**config.mk**
```make
export PLATFORM = sky130hd
export DESIGN_NAME = instr_fetch_queue
export DESIGN_NICKNAME = d
export VERILOG_FILES = /design/src/rtl/instr_fetch_queue.sv
export SDC_FILE = /design/constraint.sdc
export NUM_CORES = 1
export LEC_CHECK = 0
export CAP_MARGIN = 20
export CELL_PAD_IN_SITES_DETAIL_PLACEMENT = 0
export CELL_PAD_IN_SITES_GLOBAL_PLACEMENT = 1
export CORE_AREA = 2 2 203 254
export CTS_CLUSTER_SIZE = 20
export DETAILED_ROUTE_END_ITERATION = 8
export DIE_AREA = 0 0 205 256
export PLACE_DENSITY = 0.76
export REMOVE_ABC_BUFFERS = 1
export SYNTH_ARGS = -nofsm -noshare
export SYNTH_HDL_FRONTEND = slang
export SYNTH_SLANG_ARGS = --single-unit
```
**constraint.sdc**
```tcl
create_clock -name clk_i -period 48.2 [get_ports clk_i]
set_clock_uncertainty 0.1 [all_clocks]
set_input_delay 9.64 -clock clk_i [delete_from_list [all_inputs] [get_ports clk_i]]
set_output_delay 9.64 -clock clk_i [all_outputs]
set_load 0.02 [all_outputs]
```
**src/rtl/instr_fetch_queue.sv**
```systemverilog
// Instruction fetch unit with a DEPTH-entry prefetch FIFO, fixed 1-cycle imem
// latency, redirect flush and credit-style request throttling.
module instr_fetch_queue #(
  parameter int unsigned      XLEN     = 32,
  parameter int unsigned      DEPTH    = 4,
  parameter logic [XLEN-1:0]  RESET_PC = '0
) (
  input  logic                         clk_i,
  input  logic                         rst_i,
  output logic                         imem_req_o,
  output logic [XLEN-1:0]              imem_addr_o,
  input  logic [XLEN-1:0]              imem_rdata_i,
  input  logic                         redirect_i,
  input  logic [XLEN-1:0]              redirect_pc_i,
  output logic                         instr_valid_o,
  input  logic                         instr_ready_i,
  output logic [XLEN-1:0]              instr_o,
  output logic [XLEN-1:0]              instr_pc_o,
  output logic [XLEN-1:0]              instr_pc4_o,
  output logic [$clog2(DEPTH+1)-1:0]   count_o
);
  localparam int AW = $clog2(DEPTH);
  localparam int CW = $clog2(DEPTH+1);
  localparam int OW = CW + 1;

  typedef struct packed {
    logic [XLEN-1:0] instr;
    logic [XLEN-1:0] pc;
    logic [XLEN-1:0] pc4;
  } entry_t;

  entry_t            r_mem [DEPTH];
  logic [AW-1:0]     r_rd_ptr, r_wr_ptr;
  logic [CW-1:0]     r_count;
  logic [XLEN-1:0]   r_fetch_pc;
  logic              r_pending;
  logic [XLEN-1:0]   r_pending_pc;

  logic              w_pop, w_push, w_req;
  logic [OW-1:0]     w_occ;
  logic [XLEN-1:0]   w_redir_pc;

  assign instr_valid_o = (r_count != '0);
  assign w_pop         = instr_valid_o & instr_ready_i & ~redirect_i;
  assign w_push        = r_pending & ~redirect_i;
  // Occupancy including the in-flight response; the pop this cycle frees a
  // slot early so DEPTH=2 still sustains one instruction per cycle.
  assign w_occ         = {1'b0, r_count} + OW'(r_pending) - OW'(w_pop);
  assign w_req         = ~rst_i & ~redirect_i & (w_occ < OW'(DEPTH));
  assign w_redir_pc    = redirect_pc_i & ~(XLEN'(3));

  assign imem_req_o    = w_req;
  assign imem_addr_o   = r_fetch_pc;
  assign instr_o       = r_mem[r_rd_ptr].instr;
  assign instr_pc_o    = r_mem[r_rd_ptr].pc;
  assign instr_pc4_o   = r_mem[r_rd_ptr].pc4;
  assign count_o       = r_count;

  always_ff @(posedge clk_i or posedge rst_i) begin
    if (rst_i) begin
      r_fetch_pc   <= RESET_PC;
      r_pending    <= 1'b0;
      r_pending_pc <= RESET_PC;
    end else if (redirect_i) begin
      r_fetch_pc   <= w_redir_pc;
      r_pending    <= 1'b0;
      r_pending_pc <= w_redir_pc;
    end else begin
      r_pending    <= w_req;
      r_pending_pc <= r_fetch_pc;
      if (w_req) r_fetch_pc <= r_fetch_pc + XLEN'(4);
    end
  end

  always_ff @(posedge clk_i or posedge rst_i) begin
    if (rst_i) begin
      r_rd_ptr <= '0;
      r_wr_ptr <= '0;
      r_count  <= '0;
    end else if (redirect_i) begin
      r_rd_ptr <= '0;
      r_wr_ptr <= '0;
      r_count  <= '0;
    end else begin
      if (w_push) r_wr_ptr <= r_wr_ptr + AW'(1);
      if (w_pop)  r_rd_ptr <= r_rd_ptr + AW'(1);
      case ({w_push, w_pop})
        2'b10:   r_count <= r_count + CW'(1);
        2'b01:   r_count <= r_count - CW'(1);
        default: r_count <= r_count;
      endcase
    end
  end

  // Link value is stored with the entry so cleared storage reads back as zero.
  always_ff @(posedge clk_i or posedge rst_i) begin
    if (rst_i) begin
      for (int i = 0; i < DEPTH; i++) r_mem[i] <= '0;
    end else if (w_push) begin
      r_mem[r_wr_ptr] <= '{instr: imem_rdata_i,
                           pc:    r_pending_pc,
                           pc4:   r_pending_pc + XLEN'(4)};
    end
  end
endmodule

```
==> key figures <==
Routing
  • DR WL/cell: 19.9 um
  • Final WL: 49300 um
  • Antenna Nets Post-Route: 0
  • Starting DRT DRC Count: 943
  • Via/cell ratio: 5.29
  • Remaining DRCs: 0
  • Vias: 13100
  • Pre-Repair DR Iteration Count: 5

Floorplan
  • Initial Util: 39.5%
  • Die Wd: 205 um
  • Die Span Y: 256 um
  • Core Box Area: 50200 um2
  • Die Area: 52500 um2
  • Top Ports: 201
  • Row cnt: 92

Synth
  • Dominant cells by area after synthesis: dfrtp_1, mux2_2, mux4_2
  • Post-synthesis xor/xnor area fraction: 1.72%
  • Post-synthesis mux area share: 22.6%
  • Adder-cell share of the synthesized area: 0.669%
  • Synth Register Bits: 441
  • Sequential area share after synthesis: 55.7%
  • Yosys top cell by area: dfrtp_1
  • Mean post-synth cell area: 12.2 um2
  • Largest family of logic cells by synthesized area: multiplexers
  • Synth Instances: 1628
  • Top FF cell, synth: dfrtp_1
  • Proportion of netlist area held by the largest area contributor: 55.7%
  • Synth Warn #: 0
  • Compound-gate portion of the synthesized area: 4.85%
  • Yosys cell types: 51
  • Number of synthesized flops with an enable pin: 0
  • Post-Syn Area: 19800 um2
  • Async SR Flop Fraction: 100%
  • Post-synthesis simple-gate area fraction: 11.6%

Placement
  • Hpwl dp: 30600 um
  • RD Place Congestion: 0.794
  • Worst setup slack after placement: 26.07 ns
  • # port buffers: 196
  • Area after DPL: 22300 um2

Worst setup path
  • Cell breakdown of the critical path: clkdlybuf4s50_1 > o31ai_1 > nor2_1 > ha_1 > inv_1 > ha_1 > nand3b_1 > nand4_1 > nand2_1 > clkdlybuf4s50_1
  • Crit path kind: in -> out
  • Arrival @ worst endpoint: 12.38 ns
  • Slowest stage delay, CP: 0.68 ns
  • Critical path's slowest cell: clkdlybuf4s50_1
  • Crit. End Element: output port
  • Reg2Reg Setup Slack: 44.79 ns
  • Crit path launch type: input port
  • Critical-path maximum fanout: 7
  • CP required: 38.46 ns

Timing
  • Unrepaired setup endpoints after global routing: false
  • Final hold vios: 0
  • Max Fclk: 45.2 MHz
  • Fin crit share: 45.9%
  • Setup Viol. Count Final: 0
  • Fin crit period: 22.12 ns
  • Worst-Margin Slew: 1.01 ns
  • Slew headroom: 33.0%
  • Setup WS post-layout: 26.08 ns
  • Final setup TNS: 0 ns
  • Final Slew Violations: 0

CTS
  • Clock sinks: 441
  • Post_cts resized: 0
  • Clk root buf: clkbuf_16
  • Setup Fix Bufs, Post-CTS: 0
  • Later-pin clock latency in the skew report: 0.58 ns
  • Clock-pin slew on the worst setup and hold paths: 0.06 ns
  • H-Tree Depth: 2
  • Bufs on Longest Clock Path: 3
  • Total CTS buffers: 47
  • Hold buffers post-CTS: 0
  • CTS tree: done

GRT
  • Antenna violations before repair: 0
  • Via count of the first global-routing pass: 13696
  • Global-route wire length before repair: 77900 um
  • GRT Overall Usage: 19.0%
  • Pin count of the biggest net entering global routing: 150
  • GRT Residual Overflow: 0

Hold path
  • Hold/Removal Path Class: reg -> reg

Layout
  • Layout cells sized above 1: 22.7%
  • Ant diodes: 0
  • Nets: 1858
  • Area Growth Syn to Fin: 20.8%
  • Fin area: 23900 um2

Power and ir drop
  • P per Cell Area: 61.1 nW/um2
  • Leak: 0.0108 uW
  • Maximum vdd drop: 31.8 uV

Outcome
  • Status: finished clean

Job
  • Number of max-cap violations: 0
## sequential cells by signal, indices dropped and copies added (netlist names)
register and cells:
count_o 3, imem_addr_o 30, r_mem 372, r_pending 1, r_pending_pc 31, r_rd_ptr 2, r_wr_ptr 2
## per-layer routing
metal | up-vias | wire [um] | GRT usage [%]
met2 | 305 | 24400 | 31.5
met1 | 6712 | 21700 | 25.9
met4 | 0 | 944 | 4.96
met5 | - | 0 | 0
li1 | 6017 | - | -
met3 | 66 | 2310 | 3.22
## kinds of logic (layout without fill, tap and decap cells)
| family | count (synthesis) | after routing |
|---|---|---|
| xor+xnor | 39 | 39 |
| fa+ha+maj | 10 | 10 |
| mux | 306 | 306 |
| buf+inv | 137 | 325 |
| simple gates | 523 | 523 |
| flops | 441 | 441 |
| compound gates | 171 | 171 |
| other cells | 1 | 3 |
## where the power goes
| part | internal (uW) | total [uW] | switching [uW] |
|---|---|---|---|
| sequential | 483 | 572 | 88.5 |
| combinational | 262 | 523 | 261 |
| clock | 217 | 368 | 151 |
| total | 962 | 1460 | 501 |
## worst paths after layout
| check | from | to | depth (start not counted) |
|---|---|---|---|
| worst min register to register | r_mem[359] | r_mem[359] | 2 |
| min in group asynchronous | rst_i | r_pending_pc[14] | 2 |
| max in group asynchronous | rst_i | r_rd_ptr[1] | 4 |
| worst max-delay path | instr_ready_i | imem_req_o | 10 |
| worst max register to register | count_o[1] | imem_addr_o[27] | 9 |
| worst min-delay path | r_mem[359] | r_mem[359] | 2 |
## final cells by class
| cell class | instances | area (um2) |
|---|---|---|
| multi-input cells | 1052 | 8260 |
| fillers | 4548 | 26300 |
| clock buffers | 69 | 1360 |
| repair buffers | 214 | 2140 |
| inverters | 24 | 97.6 |
| clock inverters | 18 | 210 |
| flip-flops and latches | 441 | 11000 |
| well taps | 658 | 823 |
## cells in the final DEF, fill, tap and decap left out, types with 7 or more instances in the layout
| master | n |
|---|---|
| clkbuf_16 | 48 |
| clkbuf_1 | 13 |
| nand2_1 | 345 |
| xnor2_1 | 16 |
| buf_4 | 15 |
| mux2_2 | 207 |
| clkbuf_8 | 8 |
| o21ai_1 | 15 |
| o21ai_0 | 124 |
| clkinv_2 | 10 |
| a211oi_1 | 7 |
| ha_1 | 9 |
| xor2_1 | 23 |
| nor3_1 | 34 |
| and3_1 | 19 |
| nor2_1 | 46 |
| nand3_1 | 19 |
| and4_1 | 7 |
| mux4_2 | 93 |
| inv_1 | 23 |
| dfrtp_1 | 439 |
| clkdlybuf4s50_1 | 195 |
| nand4_1 | 22 |
## critical path, delay by kind of cell
family / cells / cell delay, ns
adders and majority gates: 2 / 0.41
AOI/OAI and AO/OA: 1 / 0.18
buffers and inverters: 3 / 1.19
and+or+nand+nor: 4 / 0.97
## synth_stat cells (all sizes together) (16+ instances only)
master	count
nor2	47
buf	48
nand4	23
mux4	93
xnor2	16
inv	24
dfrtp	441
nand3	19
nand2	349
xor2	23
mux2	207
nor3	34
and3	20
clkbuf	65
o21ai	139
## metrics by stage
step	hold WS (ns)	power, uW	std cells	utilization [%]
after floorplan	0.341	879	1517	-
after global placement	0.354	1090	2386	44.4
after detailed placement	0.361	1110	2386	44.4
after CTS	0.378	1480	2473	47.5
after global routing	0.396	1550	2476	47.7
final	0.376	1460	2476	47.7
Power figures use the tool's default switching activity.
